$ cat src/rtl/credits_pkg.sv
// Shared types and widths for the credits title scroller slice.
package credits_pkg;

   // Scroller phases: hidden, moving up, parked at the final row.
   typedef enum logic [1:0] {IDLE, SCROLL, HOLD} scroll_state_t;

   // Screen coordinate width, plus one guard bit for wrap-free compares.
   localparam int COORD_W = 11;
   localparam int CMP_W   = COORD_W + 1;

   // Zero-extend a coordinate into the compare width.
   function automatic logic [CMP_W-1:0] widen(input logic [COORD_W-1:0] v);
      return {1'b0, v};
   endfunction

endpackage

$ cat src/rtl/credits_title_scroller_if.sv
// Frame/pixel request side and window/status result side of the title scroller.
interface credits_title_scroller_if;
   import credits_pkg::*;

   logic               startOfFrame;
   logic               start;
   logic               abort;
   logic [COORD_W-1:0] pixelX;
   logic [COORD_W-1:0] pixelY;
   logic               InsideRectangle;
   logic [COORD_W-1:0] offsetX;
   logic [COORD_W-1:0] offsetY;
   logic [COORD_W-1:0] topLeftY;
   logic               busy;
   logic               done;

   // Video timing / game-state side that drives requests and consumes results.
   modport master (
      output startOfFrame, start, abort, pixelX, pixelY,
      input  InsideRectangle, offsetX, offsetY, topLeftY, busy, done
   );

   // The scroller itself.
   modport slave (
      input  startOfFrame, start, abort, pixelX, pixelY,
      output InsideRectangle, offsetX, offsetY, topLeftY, busy, done
   );

endinterface

$ cat src/rtl/credits_title_scroller_window.sv
// Combinational window test and offset subtraction for the title rectangle.
module title_rect_window
   import credits_pkg::*;
#(
   parameter int OBJECT_WIDTH_X  = 64,
   parameter int OBJECT_HEIGHT_Y = 16,
   parameter int START_X         = 288
) (
   input  logic               enable,
   input  logic [COORD_W-1:0] pixel_x,
   input  logic [COORD_W-1:0] pixel_y,
   input  logic [COORD_W-1:0] top_left_y,
   output logic               in_window,
   output logic [COORD_W-1:0] offset_x,
   output logic [COORD_W-1:0] offset_y
);

   localparam logic [CMP_W-1:0]   X_LO    = CMP_W'(START_X);
   localparam logic [CMP_W-1:0]   X_HI    = CMP_W'(START_X + OBJECT_WIDTH_X);
   localparam logic [CMP_W-1:0]   H_EXT   = CMP_W'(OBJECT_HEIGHT_Y);
   localparam logic [COORD_W-1:0] X_START = COORD_W'(START_X);

   // The bottom edge gets the guard bit so a title near the screen bottom cannot wrap.
   logic [CMP_W-1:0] y_hi;
   assign y_hi = widen(top_left_y) + H_EXT;

   // Window membership, then offsets that are forced to zero outside the window.
   always_comb begin
      // NOTE: every output gets a default before any branch so no latch is inferred.
      offset_x  = '0;
      offset_y  = '0;
      in_window = enable
                  && (widen(pixel_x) >= X_LO) && (widen(pixel_x) < X_HI)
                  && (widen(pixel_y) >= widen(top_left_y)) && (widen(pixel_y) < y_hi);
      if (in_window) begin
         offset_x = pixel_x - X_START;
         offset_y = pixel_y - top_left_y;
      end
   end

endmodule

$ cat src/rtl/credits_title_scroller.sv
// Credits title scroller: moves the title up one step per frame, parks it, then reports done.
// Also registers the per-pixel window result for the bitmap stage (1 clk latency).
// Legal parameter space: END_Y < START_Y, SPEED >= 1, HOLD_FRAMES >= 1.
module credits_title_scroller
   import credits_pkg::*;
#(
   parameter int OBJECT_WIDTH_X  = 64,
   parameter int OBJECT_HEIGHT_Y = 16,
   parameter int START_X         = 288,
   parameter int START_Y         = 480,
   parameter int END_Y           = 32,
   parameter int SPEED           = 2,
   parameter int HOLD_FRAMES     = 120
) (
   input logic                    clk,
   input logic                    reset,
   credits_title_scroller_if.slave bus
);

   localparam int                 HOLD_W       = (HOLD_FRAMES > 1) ? $clog2(HOLD_FRAMES) : 1;
   localparam logic [HOLD_W-1:0]  HOLD_LAST    = HOLD_W'(HOLD_FRAMES - 1);
   localparam logic [COORD_W-1:0] Y_START      = COORD_W'(START_Y);
   localparam logic [COORD_W-1:0] Y_END        = COORD_W'(END_Y);
   localparam logic [COORD_W-1:0] Y_STEP       = COORD_W'(SPEED);
   // Clamp threshold: a step from here or below would reach or pass END_Y.
   localparam logic [CMP_W-1:0]   Y_CLAMP_AT   = CMP_W'(END_Y + SPEED);

   scroll_state_t      state;
   logic [COORD_W-1:0] top_left_y;
   logic [HOLD_W-1:0]  hold_cnt;
   logic               busy_q;
   logic               done_q;

   logic               win_in;
   logic [COORD_W-1:0] win_off_x;
   logic [COORD_W-1:0] win_off_y;
   logic               inside_q;
   logic [COORD_W-1:0] off_x_q;
   logic [COORD_W-1:0] off_y_q;

   // Scroll/hold sequencer; position moves only on frame starts so the title never tears.
   always_ff @(posedge clk or posedge reset) begin
      if (reset) begin
         state      <= IDLE;
         top_left_y <= Y_START;
         hold_cnt   <= '0;
         busy_q     <= 1'b0;
         done_q     <= 1'b0;
      end else begin
         // NOTE: non-blocking assignments keep every flop sampling pre-edge values.
         done_q <= 1'b0;
         if (bus.abort) begin
            // Cancel beats any start or frame event in the same cycle, and never reports done.
            state      <= IDLE;
            top_left_y <= Y_START;
            hold_cnt   <= '0;
            busy_q     <= 1'b0;
         end else begin
            case (state)
               IDLE: begin
                  if (bus.start) begin
                     // First move waits for the next frame start, even if one is present now.
                     state      <= SCROLL;
                     top_left_y <= Y_START;
                     busy_q     <= 1'b1;
                  end
               end
               SCROLL: begin
                  if (bus.startOfFrame) begin
                     if (widen(top_left_y) <= Y_CLAMP_AT) begin
                        top_left_y <= Y_END;
                        hold_cnt   <= '0;
                        state      <= HOLD;
                     end else begin
                        top_left_y <= top_left_y - Y_STEP;
                     end
                  end
               end
               HOLD: begin
                  if (bus.startOfFrame) begin
                     if (hold_cnt == HOLD_LAST) begin
                        // Back to the parked-below-screen position, ready for the next start.
                        state      <= IDLE;
                        top_left_y <= Y_START;
                        hold_cnt   <= '0;
                        busy_q     <= 1'b0;
                        done_q     <= 1'b1;
                     end else begin
                        hold_cnt <= hold_cnt + 1'b1;
                     end
                  end
               end
               default: begin
                  state      <= IDLE;
                  top_left_y <= Y_START;
                  hold_cnt   <= '0;
                  busy_q     <= 1'b0;
               end
            endcase
         end
      end
   end

   // Window compare against the current registered position and busy flag.
   title_rect_window #(
      .OBJECT_WIDTH_X  (OBJECT_WIDTH_X),
      .OBJECT_HEIGHT_Y (OBJECT_HEIGHT_Y),
      .START_X         (START_X)
   ) u_window (
      .enable     (busy_q),
      .pixel_x    (bus.pixelX),
      .pixel_y    (bus.pixelY),
      .top_left_y (top_left_y),
      .in_window  (win_in),
      .offset_x   (win_off_x),
      .offset_y   (win_off_y)
   );

   // One-stage pixel pipeline register feeding the bitmap stage.
   always_ff @(posedge clk or posedge reset) begin
      if (reset) begin
         inside_q <= 1'b0;
         off_x_q  <= '0;
         off_y_q  <= '0;
      end else begin
         inside_q <= win_in;
         off_x_q  <= win_off_x;
         off_y_q  <= win_off_y;
      end
   end

   assign bus.InsideRectangle = inside_q;
   assign bus.offsetX         = off_x_q;
   assign bus.offsetY         = off_y_q;
   assign bus.topLeftY        = top_left_y;
   assign bus.busy            = busy_q;
   assign bus.done            = done_q;

endmodule
$ cat src/flat_wrapper.sv
// flat-port wrapper written by rule: the top's interface ports become plain ports
module credits_title_scroller_flat import credits_pkg::*;
#(
   parameter int OBJECT_WIDTH_X  = 64,
   parameter int OBJECT_HEIGHT_Y = 16,
   parameter int START_X         = 288,
   parameter int START_Y         = 480,
   parameter int END_Y           = 32,
   parameter int SPEED           = 2,
   parameter int HOLD_FRAMES     = 120
)
  (clk, reset, bus_startOfFrame, bus_start, bus_abort, bus_pixelX, bus_pixelY, bus_InsideRectangle, bus_offsetX, bus_offsetY, bus_topLeftY, bus_busy, bus_done);
  credits_title_scroller_if bus_i ();
  input logic clk;
  input logic reset;
  input wire logic [$bits(bus_i.startOfFrame)-1:0] bus_startOfFrame;
  input wire logic [$bits(bus_i.start)-1:0] bus_start;
  input wire logic [$bits(bus_i.abort)-1:0] bus_abort;
  input wire logic [$bits(bus_i.pixelX)-1:0] bus_pixelX;
  input wire logic [$bits(bus_i.pixelY)-1:0] bus_pixelY;
  output wire logic [$bits(bus_i.InsideRectangle)-1:0] bus_InsideRectangle;
  output wire logic [$bits(bus_i.offsetX)-1:0] bus_offsetX;
  output wire logic [$bits(bus_i.offsetY)-1:0] bus_offsetY;
  output wire logic [$bits(bus_i.topLeftY)-1:0] bus_topLeftY;
  output wire logic [$bits(bus_i.busy)-1:0] bus_busy;
  output wire logic [$bits(bus_i.done)-1:0] bus_done;
  assign bus_i.startOfFrame = bus_startOfFrame;
  assign bus_i.start = bus_start;
  assign bus_i.abort = bus_abort;
  assign bus_i.pixelX = bus_pixelX;
  assign bus_i.pixelY = bus_pixelY;
  assign bus_InsideRectangle = bus_i.InsideRectangle;
  assign bus_offsetX = bus_i.offsetX;
  assign bus_offsetY = bus_i.offsetY;
  assign bus_topLeftY = bus_i.topLeftY;
  assign bus_busy = bus_i.busy;
  assign bus_done = bus_i.done;
  credits_title_scroller #(.OBJECT_WIDTH_X(OBJECT_WIDTH_X), .OBJECT_HEIGHT_Y(OBJECT_HEIGHT_Y), .START_X(START_X), .START_Y(START_Y), .END_Y(END_Y), .SPEED(SPEED), .HOLD_FRAMES(HOLD_FRAMES)) u_core (.clk(clk), .reset(reset), .bus(bus_i));
endmodule
$ cat config.mk
export PLATFORM = sky130hd
export DESIGN_NAME = credits_title_scroller_flat
export DESIGN_NICKNAME = d
export VERILOG_FILES = /design/src/rtl/credits_pkg.sv /design/src/rtl/credits_title_scroller_if.sv /design/src/rtl/credits_title_scroller_window.sv /design/src/rtl/credits_title_scroller.sv /design/src/flat_wrapper.sv
export SDC_FILE = /design/constraint.sdc
export NUM_CORES = 1
export LEC_CHECK = 0
export ABC_AREA = 1
export CORE_ASPECT_RATIO = 0.8
export CORE_MARGIN = 2
export CORE_UTILIZATION = 55
export DETAILED_ROUTE_END_ITERATION = 7
export PLACE_DENSITY = 0.85
export SLEW_MARGIN = 5
export SYNTH_ARGS = -nofsm -noshare
export SYNTH_HDL_FRONTEND = slang
export SYNTH_SLANG_ARGS = --single-unit
$ cat constraint.sdc
create_clock -name clk -period 4.8 [get_ports clk]
set_clock_uncertainty 0.05 [all_clocks]
set_input_delay 0.48 -clock clk [delete_from_list [all_inputs] [get_ports clk]]
set_output_delay 0.48 -clock clk [all_outputs]
set_load 0.03 [all_outputs]
==> flow_summary.toml <==
[detailed_routing]
wl_per_cell_um = 13.0
drt-met1-wl_um = 3210
vias = 2831
drt-initial-drc-count = 210
drc = 0
wl_met3_um = 535
vias_per_cell = 5.22
ant_nets = 0
first_pass_iters = 5
wirelength_um = 7050
met2_length_um = 3200
routed.top_layer = "met4"

[global_route]
grt_usage = 0.240
grt_antenna_before_repair = 0
grt_pass1_wl_um = 11800
grt_pass1_vias = 2584
grt_max_degree = 45
grt_overflow = 0

[placed_design]
gp_congestion = 0.940
placed_cell_area_um2 = 3730
hpwl_um = 5420
numPortBuffers = 61

[synth]
ys_seq_elements = 44
synth.avg_cell_area_um2 = 7.68
synth_top_area_share = 0.324
synthTopCellsByArea = "dfrtp_1 32%, nand2_1 11%, ha_1 10%, inv_1 6.1%, nor2_1 5.8%"
synth_cells = 402
seq_area_frac_synth = 0.358
synth_cell_types = 33
synth.cell_area_um2 = 3090
yosysTopAreaCell = "dfrtp_1"
yosysWarnings = 0
syn-num-nets = 455

[layout]
drive_above_1_share = 0.112
final_area_um2 = 3810
num-nets-final = 517
area_growth_pct = 23.5
n_fill_cell = 427
n_antenna_cell = 0

[die]
die_h_um = 71.0
core_um2 = 5440
io_pins = 63
placementRows = 24
dieArea_um2 = 6230
start_util = 0.568
die_w_um = 87.8

[worst_setup_path]
worst-setup-path-type = "flip-flop to flip-flop"
arrival_ns = 3.01
critPathLaunchType = "flip-flop"
cp_cell_sequence = "ha_1 > nand2_1 > nor2_1 > nand3_1 > xor2_1 > ha_1 > nand3b_1 > nand2_1 > nor2_2 > nand3_2 > nor2_1"
cpPeakStageDelay_ns = 0.62
critPathRequiredTime_ns = 4.96
slowest_stage = "dfstp_2"
crit_path_end_kind = "flip-flop"
crit_fanout = 23

[clocking]
cts_buffers = 5
path_clk_slew_ns = 0.08
post-cts-setup-buffers = 0
cts.sinks = 44
post_cts_resized = 0
cts_buffer_depth = 2
htree_num_levels = 2
cts_tree = "yes"
hold_buffers = 0
insertion_delay_ns = 0.29
cts-root-buf = "clkbuf_8"

[sta]
fmax_mhz = 351
slew_headroom = 0.562
slew_viol_final = 0
finalSetupViolations = 0
post-route-period-util = 0.594
period_minus_slack_ns = 2.85
worstMarginPinSlew_ns = 0.657
finalHoldViolCount = 0
tns_ns = 0
rsz0062_at_grt = "no"

[power]
p_leak_nw = 1.91
power_density_nw_per_um2 = 375
ir_drop_uv = 276

[outcome]
status = "finished, final reports clean"

[run]
cap_violations = 0

[worst_hold_path]
holdCritPathClass = "flip-flop to flip-flop"
-- power by group --
| group | switching, mW | total (mW) | leakage, nW | internal (mW) |
|---|---|---|---|---|
| registers | 0.0500 | 0.461 | 0.595 | 0.411 |
| logic | 0.478 | 0.746 | 1.28 | 0.268 |
| clock network | 0.124 | 0.222 | 0.0400 | 0.0987 |
| total | 0.652 | 1.43 | 1.91 | 0.778 |
-- logic make-up after synthesis --
kind of cell    after synthesis  synth area share
compound gates               32            0.0620
fa+ha+maj                    26             0.108
simple gates                223             0.339
xor+xnor                     15            0.0426
buf+inv                      60            0.0876
other cells                   2           0.00243
flops                        44             0.358
-- Yosys cell counts (all sizes together) --
master and count:
buf 7, nand3b 5, o21bai 2, ha 25, nor2 71, nand2 99
inv 53, dfstp 4, and3b 1, conb 2, nor3 3, nand3 29
dfrtp 40, o21ai 11, a21oi 12, o211ai 1, a21o 2, fa 1
xor2 9, xnor2 6, o22ai 2, a22oi 2, or2 2, nand4 13
-- sequential cells by signal, summed over array words and instances (netlist names) --
signal / flops
u_core.bus.done: 1
u_core.bus.offsetY: 11
u_core.bus.InsideRectangle: 1
u_core.state: 2
u_core.hold_cnt: 7
u_core.bus.offsetX: 11
u_core.bus.topLeftY: 10
u_core.bus.busy: 1
-- worst paths after layout --
kind	from	end	slack [ns]	cells past startpoint
worst min register to register	u_core.bus.topLeftY[7]	u_core.bus.topLeftY[7]	0.47	2
worst max register to register	u_core.bus.topLeftY[5]	u_core.bus.offsetY[10]	1.95	11
min in group asynchronous	reset	u_core.bus.offsetX[2]	0.58	3
worst min-delay path	u_core.bus.topLeftY[7]	u_core.bus.topLeftY[7]	0.47	2
max in group asynchronous	reset	u_core.bus.topLeftY[5]	3.74	3
worst max-delay path	u_core.bus.topLeftY[5]	u_core.bus.offsetY[10]	1.95	11
-- layer usage --
metal | vias to the layer above | track usage
met3 | 10 | 0.0525
met1 | 1282 | 0.339
li1 | 1404 | -
met5 | - | 0
met2 | 135 | 0.370
met4 | 0 | 0.0769
-- worst max-delay path: cells and delay by family (launching register included) --
family / cells / cell delay, ns
xor+xnor: 1 / 0.16
flops: 1 / 0.62
simple gates: 8 / 1.43
fa+ha+maj: 2 / 0.52
-- area by class of cell --
cell class                 instances  area (um^2)  area share
clock buffer                       5         68.8      0.0181
multi-input combinational        298         1710       0.449
inverter                          53          199      0.0522
sequential                        44         1110       0.290
tap                               78         97.6      0.0256
clock inverter                     2         12.5     0.00328
timing repair buffer              62          618       0.162
-- placed cells by master, fill, tap and decap left out, types with 3 or more instances in the layout --
cell / Yosys / routed
nand2_1: 93 / 93
clkdlybuf4s50_1: 0 / 61
inv_1: 50 / 49
nor2_1: 48 / 48
dfrtp_1: 40 / 40
nand3_1: 27 / 27
ha_1: 25 / 25
nor2_2: 21 / 21
nand4_1: 13 / 13
a21oi_1: 12 / 12
xor2_1: 9 / 9
o21ai_0: 8 / 8
xnor2_1: 6 / 6
nand2_2: 5 / 5
nand3b_1: 5 / 5
clkbuf_8: 0 / 5
dfstp_2: 4 / 4
inv_2: 3 / 3
o21ai_2: 3 / 3
-- metrics by stage --
step | cells | power (mW) | utilization | hold WS, ns | setup WS, ns
after floorplan | 402 | 1.01 | - | 0.421 | 2.43
after global placement | 535 | 1.18 | 0.686 | 0.443 | 2.07
after detailed placement | 535 | 1.20 | 0.686 | 0.455 | 1.97
after CTS | 542 | 1.43 | 0.701 | 0.470 | 1.98
after global routing | 542 | 1.54 | 0.701 | 0.507 | 1.67
final | 542 | 1.43 | 0.701 | 0.468 | 1.95
(Power assumes the default switching activity.)
